--- src/rtl/sw_timer.sv ---
// Stopwatch time base: prescales the 1 ms strobe into hundredths and keeps
// elapsed time as five BCD digits (M:SS.hh) with a sticky wrap flag.
`timescale 1ns/1ps

module sw_timer #(
  parameter int MS_PER_TICK = 10,
  parameter int PRE_W       = 4
) (
  input  logic       clk,
  input  logic       rst_btn,
  input  logic       m_sec,
  input  logic       timer_on,
  input  logic       timer_clr,
  output logic [3:0] min_ones,
  output logic [3:0] sec_tens,
  output logic [3:0] sec_ones,
  output logic [3:0] hund_tens,
  output logic [3:0] hund_ones,
  output logic       ovf
);

  localparam logic [PRE_W-1:0] PRE_LAST = PRE_W'(MS_PER_TICK - 1);
  localparam logic [PRE_W-1:0] PRE_ONE  = PRE_W'(1);

  logic [PRE_W-1:0] pre;
  logic             accept;
  logic             tick;
  logic             c_ho, c_ht, c_so, c_st, c_mo;

  // Carry chain: each digit rolls only when every lower digit is at its top value.
  assign accept = timer_on & m_sec & ~timer_clr;
  assign tick   = accept & (pre == PRE_LAST);
  assign c_ho   = tick & (hund_ones == 4'd9);
  assign c_ht   = c_ho & (hund_tens == 4'd9);
  assign c_so   = c_ht & (sec_ones  == 4'd9);
  assign c_st   = c_so & (sec_tens  == 4'd5);
  assign c_mo   = c_st & (min_ones  == 4'd9);

  function automatic logic [3:0] bcd_inc(input logic [3:0] d, input logic [3:0] top);
    return (d == top) ? 4'd0 : d + 4'd1;
  endfunction

  // NOTE: state registers use non-blocking assignments so every digit samples
  // the pre-edge values of its neighbours, just like the combinational carries.
  always_ff @(posedge clk or negedge rst_btn) begin
    if (!rst_btn) begin
      pre       <= '0;
      hund_ones <= 4'd0;
      hund_tens <= 4'd0;
      sec_ones  <= 4'd0;
      sec_tens  <= 4'd0;
      min_ones  <= 4'd0;
      ovf       <= 1'b0;
    end else if (timer_clr) begin
      pre       <= '0;
      hund_ones <= 4'd0;
      hund_tens <= 4'd0;
      sec_ones  <= 4'd0;
      sec_tens  <= 4'd0;
      min_ones  <= 4'd0;
      ovf       <= 1'b0;
    end else if (accept) begin
      pre <= tick ? '0 : pre + PRE_ONE;
      if (tick) hund_ones <= bcd_inc(hund_ones, 4'd9);
      if (c_ho) hund_tens <= bcd_inc(hund_tens, 4'd9);
      if (c_ht) sec_ones  <= bcd_inc(sec_ones,  4'd9);
      if (c_so) sec_tens  <= bcd_inc(sec_tens,  4'd5);
      if (c_st) min_ones  <= bcd_inc(min_ones,  4'd9);
      if (c_mo) ovf       <= 1'b1;
    end
  end

endmodule

--- config.mk ---
export PLATFORM = sky130hd
export DESIGN_NAME = sw_timer
export DESIGN_NICKNAME = d
export VERILOG_FILES = /design/src/rtl/sw_timer.sv
export SDC_FILE = /design/constraint.sdc
export NUM_CORES = 1
export LEC_CHECK = 0
export CORE_MARGIN = 1
export CORE_UTILIZATION = 52
export DETAILED_ROUTE_END_ITERATION = 6
export GPL_ROUTABILITY_DRIVEN = 0
export GPL_TIMING_DRIVEN = 0
export PLACE_DENSITY_LB_ADDON = 0.25
export SYNTH_ARGS = -nofsm -noshare
export SYNTH_HDL_FRONTEND = slang
export SYNTH_SLANG_ARGS = --single-unit
--- constraint.sdc ---
create_clock -name clk -period 2 [get_ports clk]
set_input_delay 0.3 -clock clk [delete_from_list [all_inputs] [get_ports clk]]
set_output_delay 0.3 -clock clk [all_outputs]
set_load 0.01 [all_outputs]
## Word level (Yosys, flattened, before mapping)

Cells that the tools add are included.

- Bits in registers: 25
- Output and inout port bits: 21
- Logic and storage cells: 67

- Add/sub/neg operators: 6
- Eq/ne operators: 6
- Mux-type cells: 26
- Bitwise gates (word level): 9
- Reduce and logical (&&, ||, !) cells: 13

Operators by type and width:

| cell | count |
|---|---|
| $mux W4 | 23 |
| $add A4 B1 Y4 const B | 6 |
| $eq A4 B4 Y1 const B | 5 |
| $reduce_bool A2 Y1 | 7 |
| $reduce_and A2 Y1 | 6 |
| $and A1 B1 Y1 | 8 |
| $eq A4 B3 Y1 const B | 1 |
| $mux W1 | 3 |
| $not A1 Y1 | 1 |

## Longest topological paths before layout

- Word-level depth: 11
- Mapped depth: 8
- Mapped depth without buffers: 6

## Least setup slack after synthesis

Ideal clock, no wire load.

- Path kind: register to register
- Start point: register hund_tens[0]
- End point: register sec_ones[0]
- Arrival: 1.662 ns
- Setup slack: 0.213 ns
- Cell stages (with the launch flop): 7
- Path buffers: 1
- Path through: dfrtp_1 > ha_1 > and3b_1 > buf_4 > and4_1 > nor2_1 > mux2_2

- Word-level cells in the longest chain between the ends: 4

Ends and longest elaborated chain:

| what | RTL line | source |
|---|---|---|
| start: declaration | 17 | `output logic [3:0] hund_tens,` |
| start signal: assignment | 65 | `if (c_ho) hund_tens <= bcd_inc(hund_tens, 4'd9);` |
| $eq A4 B4 Y1 | 34 | `assign c_ht = c_ho & (hund_tens == 4'd9);` |
| $and A1 B1 Y1 | 34 |  |
| $reduce_bool A2 Y1 (no line) | -- |  |
| $reduce_and A2 Y1 (no line) | -- |  |
| end signal: assignment | 66 | `if (c_ht) sec_ones <= bcd_inc(sec_ones, 4'd9);` |
| end: declaration | 16 | `output logic [3:0] sec_ones,` |

Every way passes these cells.
A chain may end at the register's enable or synchronous reset.

## Worst setup path after layout

Same ends and word-level chain as after synthesis.

==> results_dict.tcl <==
set metrics [dict create \
    status "finished, final reports clean" \
    yosysUniqueCellTypes 36 \
    first_pass_iters 4 \
    wl_per_cell_um 14.7 \
    grt_use_met2_pct 38.4 \
    fin_crit_ns 1.87 \
    hpwl_um 2320 \
    syn2layout_area_growth_pct 21.2 \
    power_w 0.000856 \
    path_clk_slew_ns 0.13 \
    final-max-slew-violation-count 0 \
    final_common_cell "dfrtp_1" \
    hold_violations 0 \
    vias_per_cell 5.90 \
    grt_usage_pct 22.6 \
    fp.dieArea_um2 3160 \
    gr-total-overflow 0 \
    ys_seq_area_share_pct 40.9 \
    crit_required_ns 2.22 \
    crit_type "reg -> reg" \
    r2r_slack_ns 0.13 \
    grt_pass1_wl_um 5660 \
    clock_latency_ns 0.33 \
    coreArea_um2 2780 \
    clock_sinks 25 \
    antenna_left 0 \
    yosys_warnings 0 \
    die_y_um 56.2 \
    die_w_um 56.2 \
    grtUsageMet1_pct 30.0 \
    finalWirelength_um 3260 \
    powerDensity_nw_per_um2 462 \
    worst_pin_slew_ns 1.12 \
    gr-max-usage-layer "met2" \
    start_util_pct 55.0 \
    cp_max_fo 7 \
    min_to "sec_ones[2]$_DFFE_PN0P_" \
    port_buffers 24 \
    placement_rows 19 \
    grt_pass1_vias 1311 \
    fillers 230 \
    synth_seq_cells 25 \
    finalCritPeriodShare_pct 93.5 \
    cts_hold_buffers 0 \
    syn-cell-area_um2 1530 \
    leakage_nw 0.766 \
    worstReg2RegEnd "sec_ones[0]$_DFFE_PN0P_" \
    setup_ws_ns 0.130 \
    cp-start-kind "register" \
    min_path_cells 2 \
    cp-end-kind "register" \
    fmax_mhz 535 \
    avgSynthCellArea_um2 9.45 \
    ios 26 \
    min_from "timer_clr" \
    rr_worst_depth 6 \
    drive_gt1_share_pct 9.95 \
    grt_use_met3_pct 2.09 \
    clock-root-buffer "clkbuf_4" \
    skew_ns 0.00928 \
    relSlewSlack_pct 24.9 \
    fin_nets 209 \
    antenna_found_initial 0 \
    drt_iter0_drc 66 \
    antenna_cells 0 \
    critPathArrivalTime_ns 2.09 \
    cts_tree "done" \
    syn_nets 179 \
    setup_viol 0 \
    worstHoldPathType "in -> reg" \
    dpl_worst_slack_ns -0.0995 \
    vias 1310 \
    h-tree-depth 1 \
    synthCells 162 \
    final_cell_mix "dfrtp_1, clkdlybuf4s50_1, nor2_1" \
    cap_violations 0 \
    ir_drop_mv 0.454 \
    cts_buffer_depth 2 \
    grt_max_degree 26 \
    drc 0 \
    cts_buffers 3 \
    r2r-start "hund_tens[0]$_DFFE_PN0P_" \
]
sequential cells by signal, summed over array words and instances, names as in the netlist:
signal	flops
hund_ones	4
hund_tens	4
min_ones	4
ovf	1
pre	4
sec_ones	4
sec_tens	4
kinds of logic after synthesis:
kind of cell	Yosys count	synth area share, %
and+or+nand+nor	74	29.0
AOI/OAI and AO/OA	30	11.0
DFF	25	40.9
buffers and inverters	13	3.92
adders and majority gates	12	9.81
muxes	7	4.82
xor gates and xnor gates	1	0.572
cell usage after synthesis (all sizes together):
| cell | n | share of area, % |
|---|---|---|
| dfrtp | 25 | 41 |
| xnor2 | 1 | 0.57 |
| or3 | 4 | 1.6 |
| o311ai | 1 | 0.57 |
| o21a | 1 | 0.49 |
| o21ai | 8 | 2.6 |
| and4bb | 1 | 0.82 |
| nand3 | 7 | 2.3 |
| a31oi | 2 | 0.82 |
| a21oi | 15 | 4.9 |
| mux2 | 3 | 2.2 |
| and3b | 6 | 3.6 |
| ha | 12 | 9.8 |
| nor3 | 6 | 2.0 |
| nand2b | 1 | 0.41 |
| mux2i | 4 | 2.6 |
| a311oi | 1 | 0.57 |
| or4 | 4 | 2.0 |
| clkbuf | 3 | 0.74 |
| o31ai | 2 | 0.98 |
| nor4 | 2 | 0.82 |
| inv | 8 | 2.0 |
| nand2 | 9 | 2.2 |
| and4 | 3 | 1.9 |
| nand4 | 2 | 1.8 |
| nand3b | 6 | 2.9 |
| and2 | 4 | 1.6 |
| nor2 | 17 | 4.2 |
| nor2b | 1 | 0.41 |
| buf | 2 | 1.2 |
| nor3b | 1 | 0.49 |
stage by stage:
stage	util (%)	hold slack, ns	cell area (um^2)	std cells	TNS (ns)
2_1_floorplan	-	0.00441	1530	162	0
3_3_place_gp	65.0	0.495	1810	217	-0.0540
3_5_place_dp	65.0	0.493	1810	217	-0.110
4_1_cts	66.0	0.378	1840	221	0
5_1_grt	66.7	0.434	1850	222	-0.00314
6_report	66.7	0.413	1850	222	0
repair_timing:
item / 4_1_cts / 5_1_grt
gates resized for setup: 0 / 3
endpoints found under the setup margin: 0 / 4
setup buffers: 0 / 1
worst max-delay path, cell delays in order, from the launching register on:
cell	delay (ns)
dfrtp_1	0.46
ha_1	0.24
and3b_1	0.18
buf_4	0.16
and4_1	0.26
nor2_2	0.13
mux2_2	0.34
final cells by class:
class                      instances  area, um^2  area share (%)
multi-input combinational        124         855            46.1
sequential                        25         626            33.7
timing repair buffer              25         248            13.4
tap                               31        38.8            2.09
buffer                             5        30.0            1.62
inverter                           8        30.0            1.62
clock buffer                       3        22.5            1.21
clock inverter                     1        5.00           0.270
per-layer routing:
metal,routed length [um],vias up
met4,46,0
met2,1610,36
met1,1500,623
li1,-,645
met3,96,6
met5,0,-
power breakdown:
part | internal [W] | switching, W
Clock | 0.0000751 | 0.000158
Sequential | 0.000516 | 0.0000152
Combinational | 0.0000434 | 0.0000491
worst max path at each step:
stage / from / end / slack, ns / depth (start not counted)
finish: hund_tens[0]$_DFFE_PN0P_ / sec_ones[0]$_DFFE_PN0P_ / 0.13 / 6
global route: pre[1]$_DFFE_PN0P_ / min_ones[3]$_DFFE_PN0P_ / -0.003 / 6
CTS: pre[1]$_DFFE_PN0P_ / hund_tens[2]$_DFFE_PN0P_ / 0.06 / 6
detailed placement: timer_on / hund_tens[2]$_DFFE_PN0P_ / -0.1 / 5
global placement: timer_on / hund_tens[2]$_DFFE_PN0P_ / -0.05 / 5
floorplan: hund_tens[0]$_DFFE_PN0P_ / sec_ones[0]$_DFFE_PN0P_ / 0.21 / 6
Note: power is estimated with default switching activity, not from simulation.
